$ cat src/rtl/fifo_pkg.sv
// Shared types and defaults for the FIFO drain controller and its skid buffer.
package fifo_pkg;

  localparam int DEF_DATA_W  = 8;
  localparam int DEF_PKT_LEN = 16;

  typedef enum logic [1:0] {
    IDLE   = 2'd0,
    STREAM = 2'd1,
    STALL  = 2'd2
  } state_e;

endpackage

$ cat src/rtl/fifo_skid_buf.sv
// Two-entry in-order skid buffer with push/pop/clear; entry 0 is always the head.
// With FIFO_DRAIN_PARITY_EN defined, each entry also stores the even parity of its data.
module fifo_skid_buf
  import fifo_pkg::*;
#(
  parameter int DATA_W = DEF_DATA_W
) (
  input  logic              clk,
  input  logic              rst,
  input  logic              clr,
  input  logic              push,
  input  logic              pop,
  input  logic [DATA_W-1:0] din,
  output logic [DATA_W-1:0] dout,
`ifdef FIFO_DRAIN_PARITY_EN
  output logic              dout_par,
`endif
  output logic [1:0]        occ,
  output logic [1:0]        occ_nxt
);

`ifdef FIFO_DRAIN_PARITY_EN
  localparam int EW = DATA_W + 1;
`else
  localparam int EW = DATA_W;
`endif

  logic [EW-1:0] din_ent;
  logic [EW-1:0] ent_q [2];
  logic [EW-1:0] ent_d [2];
  logic [1:0]    occ_q;
  logic [1:0]    occ_d;

`ifdef FIFO_DRAIN_PARITY_EN
  assign din_ent  = {^din, din};
  assign dout_par = ent_q[0][DATA_W];
`else
  assign din_ent  = din;
`endif

  assign dout    = ent_q[0][DATA_W-1:0];
  assign occ     = occ_q;
  assign occ_nxt = occ_d;

  always_comb begin
    ent_d[0] = ent_q[0];
    ent_d[1] = ent_q[1];
    occ_d    = occ_q;
    if (clr) begin
      occ_d = 2'd0;
    end else begin
      unique case ({push, pop})
        2'b10: begin
          ent_d[occ_q[0]] = din_ent;
          occ_d           = occ_q + 2'd1;
        end
        2'b01: begin
          ent_d[0] = ent_q[1];
          occ_d    = occ_q - 2'd1;
        end
        2'b11: begin
          // Occupancy is unchanged; the new word lands behind whatever remains.
          if (occ_q[1]) begin
            ent_d[0] = ent_q[1];
            ent_d[1] = din_ent;
          end else begin
            ent_d[0] = din_ent;
          end
        end
        default: ;
      endcase
    end
  end

  for (genvar gi = 0; gi < 2; gi++) begin : g_ent
    always_ff @(posedge clk) begin
      if (!rst) ent_q[gi] <= '0;
      else      ent_q[gi] <= ent_d[gi];
    end
  end

  always_ff @(posedge clk) begin
    if (!rst) occ_q <= 2'd0;
    else      occ_q <= occ_d;
  end

endmodule

$ cat src/rtl/fifo_drain_ctrl.sv
// Drains a one-cycle-latency FIFO into a ready/valid packet stream with out_last framing.
// Optional out_parity port is built when FIFO_DRAIN_PARITY_EN is defined.
module fifo_drain_ctrl
  import fifo_pkg::*;
#(
  parameter int DATA_W  = DEF_DATA_W,
  parameter int PKT_LEN = DEF_PKT_LEN
) (
  input  logic              clk,
  input  logic              rst,
  input  logic              buf_empty,
  input  logic [DATA_W-1:0] buf_out,
  output logic              r_en,
  input  logic              flush,
  input  logic              out_ready,
  output logic              out_valid,
  output logic [DATA_W-1:0] out_data,
`ifdef FIFO_DRAIN_PARITY_EN
  output logic              out_parity,
`endif
  output logic              out_last
);

  localparam int            BW        = (PKT_LEN > 1) ? $clog2(PKT_LEN) : 1;
  localparam logic [BW-1:0] LAST_BEAT = BW'(PKT_LEN - 1);

  state_e        state_q, state_d;
  logic          pend_q, pend_d;
  logic [BW-1:0] beat_q, beat_d;
  logic [1:0]    occ, occ_nxt;
  logic          push, pop, rd_ok;

  assign out_valid = (occ != 2'd0);
  assign out_last  = out_valid && (beat_q == LAST_BEAT);
  assign pop       = out_valid && out_ready;
  assign push      = pend_q && !flush;

  // A read is safe when skid slots plus the in-flight word, net of this cycle's pop, stay under two.
  always_comb begin
    rd_ok = 1'b0;
    unique case (state_q)
      IDLE:    rd_ok = 1'b1;
      STREAM:  rd_ok = !(occ[0] && pend_q) || pop;
      STALL:   rd_ok = pop;
      default: rd_ok = 1'b0;
    endcase
  end

  assign r_en = rst && !buf_empty && !flush && rd_ok;

  always_comb begin
    pend_d = r_en;
    beat_d = beat_q;
    if (flush)
      beat_d = '0;
    else if (pop)
      beat_d = (beat_q == LAST_BEAT) ? '0 : beat_q + 1'b1;
    if (occ_nxt == 2'd2)
      state_d = STALL;
    else if (occ_nxt == 2'd0 && !pend_d)
      state_d = IDLE;
    else
      state_d = STREAM;
  end

  always_ff @(posedge clk) begin
    if (!rst) begin
      state_q <= IDLE;
      pend_q  <= 1'b0;
      beat_q  <= '0;
    end else begin
      state_q <= state_d;
      pend_q  <= pend_d;
      beat_q  <= beat_d;
    end
  end

  fifo_skid_buf #(.DATA_W(DATA_W)) u_skid (
    .clk     (clk),
    .rst     (rst),
    .clr     (flush),
    .push    (push),
    .pop     (pop),
    .din     (buf_out),
    .dout    (out_data),
`ifdef FIFO_DRAIN_PARITY_EN
    .dout_par(out_parity),
`endif
    .occ     (occ),
    .occ_nxt (occ_nxt)
  );

endmodule
$ cat config.mk
export PLATFORM = sky130hd
export DESIGN_NAME = fifo_drain_ctrl
export DESIGN_NICKNAME = d
export VERILOG_FILES = /design/src/rtl/fifo_pkg.sv /design/src/rtl/fifo_skid_buf.sv /design/src/rtl/fifo_drain_ctrl.sv
export SDC_FILE = /design/constraint.sdc
export NUM_CORES = 1
export LEC_CHECK = 0
export CORE_MARGIN = 2
export CORE_UTILIZATION = 30
export CTS_CLUSTER_DIAMETER = 150
export DETAILED_ROUTE_END_ITERATION = 16
export PLACE_DENSITY = 0.51
export REMOVE_ABC_BUFFERS = 1
export SLEW_MARGIN = 20
export SYNTH_ARGS = -nofsm -noshare
export SYNTH_HDL_FRONTEND = slang
export SYNTH_HIERARCHICAL = 1
export SYNTH_SLANG_ARGS = --single-unit
export TNS_END_PERCENT = 5
$ cat constraint.sdc
create_clock -name clk -period 3.19 [get_ports clk]
set_input_delay 0.957 -clock clk [delete_from_list [all_inputs] [get_ports clk]]
set_output_delay 0.957 -clock clk [all_outputs]
set_load 0.005 [all_outputs]
==> reports/metrics.cfg, run 1 <==
[timing]
final_max_slew_viol_count=0
max_freq_mhz=323
fin_crit_ns=3.09
setup_violations=0
rsz0062_at_grt=false
fin_skew_ns=0.00303
finalHoldViolations=0
tightest_slew_ns=0.551
relSlewSlack_pct=63.2
period_share_pct=97.0

[critical_path]
cp.arrival_ns=2.14
cp_num_cells=5
critical_path.cell_chain=clkdlybuf4s50_1 -> nand2b_4 -> a211o_1 -> nor2_1 -> dlygate4sd2_1
worstReg2RegStart=u_skid/occ[1]
cp-end-kind=output port
crit_end=r_en
cpPeakStageDelay_ns=0.43
path_class=input port to output port
critical_path_buf_inv_count=2
rr_endpoint=state_q[0]
cp_slowest_cell=clkdlybuf4s50_1
rrSetupSlack_ns=0.80
critPathLaunchType=input port
path_max_fanout=2
timing.critical_path.from=flush
path_delay_family=buffers and inverters
crit_required_ns=2.23
reg2reg_depth=9

[yosys]
ys_seq_elements=25
yosys_warnings=6
synth_top_area_share_pct=34.2
synthTopCellsByArea=dfxtp_1, nand2_1, mux2i_1
synth_async_sr_flop_share_pct=0
dominantRegCellSynth=dfxtp_1
synth_common_cells=nand2_1, dfxtp_1, mux2i_1
synth_area_sq_um=1460
syn-instance-count=161
ys_types=45
syn_area_per_cell_sq_um=9.09
ys_seq_area_share_pct=34.2
yosysTopAreaCell=dfxtp_1
synth_most_common_cell=nand2_1
synth-edff-count=0

[cells_and_area]
diodes=0
final_cell_count_no_fill=261
synthToLayoutAreaGrowth_pct=29.2
final_cell_area_sq_um=1890
drive_gt1_share_pct=18.0
n_fill_cell=471
final_nets=214
final_util_pct=40.1

[clocking]
cts.sink_count=25
cts_buffer_depth=2
cts_tree=done
htreeDepth=1
clk_root_buffer_cell=clkbuf_8
ctsHoldBuffers=0
cts_buffers=3
clk-insertion-delay-late_ns=0.26
clkTransAtPathRegs_ns=0.08

[route]
drc=0
wire_per_inst_microns=13.8
drtAntennaViolNets=0
dr.pass1.iters=4
routed_via_density=5.11
vias=1334
wirelength_microns=3610
first_iter_violations=43

[power_and_ir_drop]
peakVddDrop_mv=0.130
p_leak_uw=0.000715
power_density_nw_per_um2=307

[floorplanning]
fp.dieH_microns=73.9
dieWidth_microns=73.9
initial_core_util_pct=31.0
io_pins=24
die_area_sq_um=5450
coreArea_sq_um=4720
row_count=25

[placement]
io_buffers=23
gp_congestion=0.762
place_area_sq_um=1840
placedCellCount=257
place_hpwl_microns=2760

[min_path]
hold_path.class=flop to flop

[global_routing]
antenna_found_initial=0
grt_max_degree=16
grt.overflow.total=0
grt_pass1_vias=1354
track_usage_pct=14.0
grt_pass1_wl_microns=6040

[flow_run]
maxCapViolations=0

[outcome]
status=finished, final reports clean

==> worst min-delay path: stages, from the launching register on <==
cell     delay [ns]
dfxtp_1        0.32
nand2_1        0.05
mux2i_1        0.05
==> power breakdown <==
group	leakage (uW)	switching [uW]	internal, uW	total (uW)
clock	0.0000228	98.0	89.2	187
sequential	0.000202	2.39	315	318
combinational	0.000491	34.1	42.2	76.3
total	0.000715	134	447	581
==> sequential cells by signal, indices dropped and copies added, names as in the netlist <==
register      flops
u_skid/occ        2
state_q           2
pend_q            1
u_skid/ent_q     16
beat_q            4
==> layer usage <==
metal / wire length (microns) / up-vias / global-route usage [%]
met1: 1600 / 647 / 16.9
met3: 136 / 6 / 2.33
met4: 50 / 0 / 3.84
met5: 0 / - / 0
li1: - / 651 / -
met2: 1810 / 30 / 25.4
==> stage by stage <==
stage	TNS (ns)	hold slack (ns)	total power [uW]	setup WS [ns]
2_1_floorplan	0	0.434	355	0.678
3_3_place_gp	-0.311	0.450	399	-0.311
3_5_place_dp	-0.350	0.458	401	-0.350
4_1_cts	0	0.472	593	0.0985
5_1_grt	0	0.495	615	0.00239
6_report	0	0.463	581	0.0973
==> how the worst min path moves through the flow <==
stage                  startpoint            endpoint  slack [ns]  cells past startpoint
2_1_floorplan  u_skid/ent_q[1][4]  u_skid/ent_q[1][4]        0.43                      2
3_3_place_gp   u_skid/ent_q[1][5]  u_skid/ent_q[1][5]        0.45                      2
3_5_place_dp   u_skid/ent_q[1][5]  u_skid/ent_q[1][5]        0.46                      2
4_1_cts        u_skid/ent_q[1][5]  u_skid/ent_q[1][5]        0.47                      2
5_1_grt        u_skid/ent_q[1][5]  u_skid/ent_q[1][5]        0.50                      2
6_report       u_skid/ent_q[1][5]  u_skid/ent_q[1][5]        0.46                      2
==> placed cells by master, fill, tap and decap left out, drive strengths merged, types with 2 or more instances in the layout <==
master / netlist / layout
a311oi: 6 / 6
o2111ai: 3 / 3
a21oi: 9 / 9
clkdlybuf4s50: 0 / 21
dlygate4sd2: 0 / 2
clkbuf: 2 / 4
a22oi: 3 / 3
nand2b: 2 / 2
or2: 2 / 2
nor2: 6 / 6
a31oi: 5 / 5
nor4b: 5 / 5
dfxtp: 25 / 25
ha: 6 / 6
buf: 8 / 16
nand2: 34 / 34
inv: 4 / 4
mux2: 5 / 5
nor2b: 4 / 4
o22ai: 3 / 3
xnor2: 2 / 2
o21ai: 2 / 2
mux2i: 9 / 9
==> kinds of logic after synthesis <==
group / synth area share (%)
buffers and inverters: 6.07
flip-flops: 34.2
adder cells (fa/ha/maj): 5.13
AO/OA/AOI/OAI: 19.8
XOR/XNOR: 1.80
multiplexers: 10.0
AND/OR/NAND/NOR: 23.0
==> area by class of cell <==
class	instances	area, sq um	area share, %
clock buffer	4	45.0	2.38
inverter	5	20.0	1.06
multi-input combinational	121	882	46.6
sequential	25	500	26.5
tap	67	83.8	4.43
timing repair buffer	39	360	19.0
==> what timing repair did <==
action                     in CTS  in global routing
gates resized for setup         3                  0
setup endpoints to repair       1                  0
setup buffers                   0                  0
No activity file was read; power rests on OpenSTA's default activity.
==> inputs of run 2 (changes only) <==
--- a/config.mk
+++ b/config.mk
@@ -9,7 +9,9 @@
 export CORE_UTILIZATION = 30
 export CTS_CLUSTER_DIAMETER = 150
 export DETAILED_ROUTE_END_ITERATION = 16
-export PLACE_DENSITY = 0.51
+export GPL_ROUTABILITY_DRIVEN = 0
+export PLACE_DENSITY = 0.53
+export RECOVER_POWER = 100
 export REMOVE_ABC_BUFFERS = 1
 export SLEW_MARGIN = 20
 export SYNTH_ARGS = -nofsm -noshare
==> constraint.sdc (replaced) <==
create_clock -name clk -period 2.65 [get_ports clk]
set_input_delay 0.795 -clock clk [delete_from_list [all_inputs] [get_ports clk]]
set_output_delay 0.795 -clock clk [all_outputs]
set_load 0.005 [all_outputs]
==> run 2 against run 1 <==
Hold slack gained 0.012 ns. Sequential share of layout area shrank 0.23 points. Clock-buffer cell count is the same. Critical path type unchanged. First-iteration DRC count shrank 16%. Flip-flop and latch count is the same. Design area grew 0.86%. Clock power grew 24%. Highest routed layer unchanged.
==> reports/metrics.cfg, run 2 (same netlist as run 1, synthesis figures left out) <==
[power_and_ir_drop]
p_comb_share_pct=12.4  ; -0.7 points
intPower_uw=534  ; +19%
power.switching_uw=166  ; +23%
clkPwrFrac_pct=33.0  ; +0.8 points
pwr-share-seq_pct=54.7  ; about the same
peakVddDrop_mv=0.168  ; +29%
power_density_nw_per_um2=367  ; +19%
p_leak_uw=0.000773  ; +8.1%
netSwitchingFraction_pct=23.7  ; +0.57 points

[critical_path]
rrSetupSlack_ns=0.49  ; -0.31 ns
cpPeakStageDelay_ns=0.28  ; -0.15 ns
path_class=input port to output port
critical_path.cell_chain=dlygate4sd2_1 -> nand2b_4 -> a211o_1 -> nor2_1 -> dlygate4sd2_1
cp.arrival_ns=1.78  ; -0.36 ns
crit_required_ns=1.86  ; -0.37 ns
critPathLaunchType=input port
timing.critical_path.from=flush
cp_slowest_cell=a211o_1
path_max_fanout=2  ; unchanged
critical_path_buf_inv_count=2  ; unchanged
worstReg2RegStart=u_skid/occ[1]
cp-end-kind=output port
path_delay_family=buffers and inverters
reg2reg_depth=9  ; unchanged
cp_num_cells=5  ; unchanged
worst_path_most_repeated_cell=dlygate4sd2_1
rr_endpoint=u_skid/ent_q[1][5]

[clocking]
clkTransAtPathRegs_ns=0.09  ; about the same
cts.sink_count=25  ; unchanged
clk_root_buffer_cell=clkbuf_8
cts_resized=5  ; +2
ctsHoldBuffers=0  ; unchanged
cts_tree=done
htreeDepth=1  ; unchanged
clk-insertion-delay-late_ns=0.27  ; about the same
cts_buffer_depth=2  ; unchanged
post-cts-setup-buffers=0  ; unchanged
cts_buffers=3  ; unchanged

[timing]
finalHoldViolations=0  ; unchanged
setup_violations=0  ; unchanged
tightest_slew_ns=0.333  ; -0.218 ns
rsz0062_at_grt=false
setup_tns_ns=0  ; unchanged
relSlewSlack_pct=77.8  ; +15 points
fin_crit_ns=2.57
period_share_pct=97.0
fin_skew_ns=0.00305  ; +0.0000184 ns
final_max_slew_viol_count=0  ; unchanged
max_freq_mhz=389

[cells_and_area]
drive_gt1_share_pct=18.3  ; +0.28 points
layout_commonest_cell=nand2_1
synthToLayoutAreaGrowth_pct=30.3
largest_register=u_skid/ent_q
diodes=0  ; unchanged
final_nets=222  ; +3.7%
final_cell_mix=nand2_1, dfxtp_1, buf_4
top_regs=u_skid/ent_q (16), beat_q (4)
largest_reg_flops=16  ; unchanged
final_util_pct=40.4  ; +0.34 points

[floorplanning]
initial_core_util_pct=31.0  ; unchanged
coreArea_sq_um=4720  ; unchanged
row_count=25  ; unchanged
io_pins=24  ; unchanged
die_area_sq_um=5450  ; unchanged
dieWidth_microns=73.9  ; unchanged
fp.dieH_microns=73.9  ; unchanged

[route]
vias=1334  ; unchanged
dr.pass1.iters=4  ; unchanged
routed_via_density=4.96  ; -3.0%
drc=0  ; unchanged
dr_wl_met3_microns=123  ; -9.6%
top_layer=met4
wirelength_microns=3530  ; -2.0%
dr_wl_met2_microns=1650  ; -9.3%
first_iter_violations=36  ; -16%
wire_per_inst_microns=13.1  ; -4.9%
drtAntennaViolNets=0  ; unchanged
met1Wirelength_microns=1750  ; +8.9%

[min_path]
hold_path_depth=2  ; unchanged
hold_path.class=flop to flop
worstHoldStart=u_skid/ent_q[0][5]
hold_end=u_skid/ent_q[0][5]

[placement]
io_buffers=23  ; unchanged
place_hpwl_microns=2650  ; -4.1%

[outcome]
status=finished, final reports clean

[global_routing]
grt_pass1_vias=1351  ; -0.22%
grt_pass1_wl_microns=6090  ; +0.79%
grt_max_degree=26  ; +10
antenna_found_initial=0  ; unchanged
grt.overflow.total=0  ; unchanged
track_usage_pct=14.2  ; +0.15 points

[flow_run]
maxCapViolations=0  ; unchanged

==> run 2: cell count changes in the layout (fill, tap and decap cells not counted), moves of 2 or more <==
cell             change
clkdlybuf4s50_1     -12
dlygate4sd3_1       +10
buf_4                +4
clkbuf_1             +3
dlygate4sd2_1        +2
==> run 2: area by class of cell <==
class                   count  area [sq um]
multi-input cells         121           867
well taps                  67          83.8
clock buffers               4          45.0
fillers                   477          2820
inverters                   5          20.0
flip-flops and latches     25           500
repair buffers             47           392
==> run 2: how the worst max path moves through the flow <==
| stage | end | slack (ns) |
|---|---|---|
| 2_1_floorplan | state_q[0] | 0.35 |
| 3_3_place_gp | r_en | -0.44 |
| 3_5_place_dp | r_en | -0.43 |
| 4_1_cts | r_en | 0.07 |
| 5_1_grt | state_q[1] | 0.01 |
| 6_report | r_en | 0.08 |
==> run 2: tightest hold or removal path: cells and delay by family, from the launching register on <==
kind             cells  cell delay (ns)
AND/OR/NAND/NOR      1             0.05
AO/OA/AOI/OAI        1             0.06
flip-flops           1             0.32
==> run 2: per-stage QoR <==
| step | setup WS [ns] | hold slack [ns] | power, uW | instances | cell area [sq um] |
|---|---|---|---|---|---|
| CTS | 0.0681 | 0.480 | 709 | 269 | 1940 |
| global placement | -0.443 | 0.449 | 479 | 265 | 1890 |
| floorplan | 0.351 | 0.434 | 427 | 151 | 1400 |
| detailed placement | -0.431 | 0.467 | 481 | 265 | 1890 |
| global route | 0.0115 | 0.499 | 733 | 269 | 1910 |
| finish | 0.0794 | 0.475 | 700 | 269 | 1910 |
==> run 2: metal layers <==
| metal | vias up | track usage (%) |
|---|---|---|
| met5 | - | 0 |
| met4 | 0 | 3.43 |
| met3 | 2 | 2.47 |
| met2 | 24 | 23.4 |
| met1 | 643 | 19.1 |
| li1 | 665 | - |
==> run 2: power groups by stage <==
stage          Clock, uW  Combinational [uW]  Sequential [uW]
2_1_floorplan          0                34.7              392
3_5_place_dp           0                89.5              391
3_3_place_gp           0                87.7              391
5_1_grt              255                94.8              383
6_report             231                86.6              382
4_1_cts              237                89.5              383
==> inputs of run 3 (changes only) <==
--- a/config.mk
+++ b/config.mk
@@ -5,6 +5,7 @@
 export SDC_FILE = /design/constraint.sdc
 export NUM_CORES = 1
 export LEC_CHECK = 0
+export CAP_MARGIN = 20
 export CORE_MARGIN = 2
 export CORE_UTILIZATION = 30
 export CTS_CLUSTER_DIAMETER = 150
@@ -13,7 +14,7 @@
 export PLACE_DENSITY = 0.53
 export RECOVER_POWER = 100
 export REMOVE_ABC_BUFFERS = 1
-export SLEW_MARGIN = 20
+export SKIP_LAST_GASP = 1
 export SYNTH_ARGS = -nofsm -noshare
 export SYNTH_HDL_FRONTEND = slang
 export SYNTH_HIERARCHICAL = 1
==> results of run 3 <==
Final layout, timing and power as in run 2 (identical DEF).
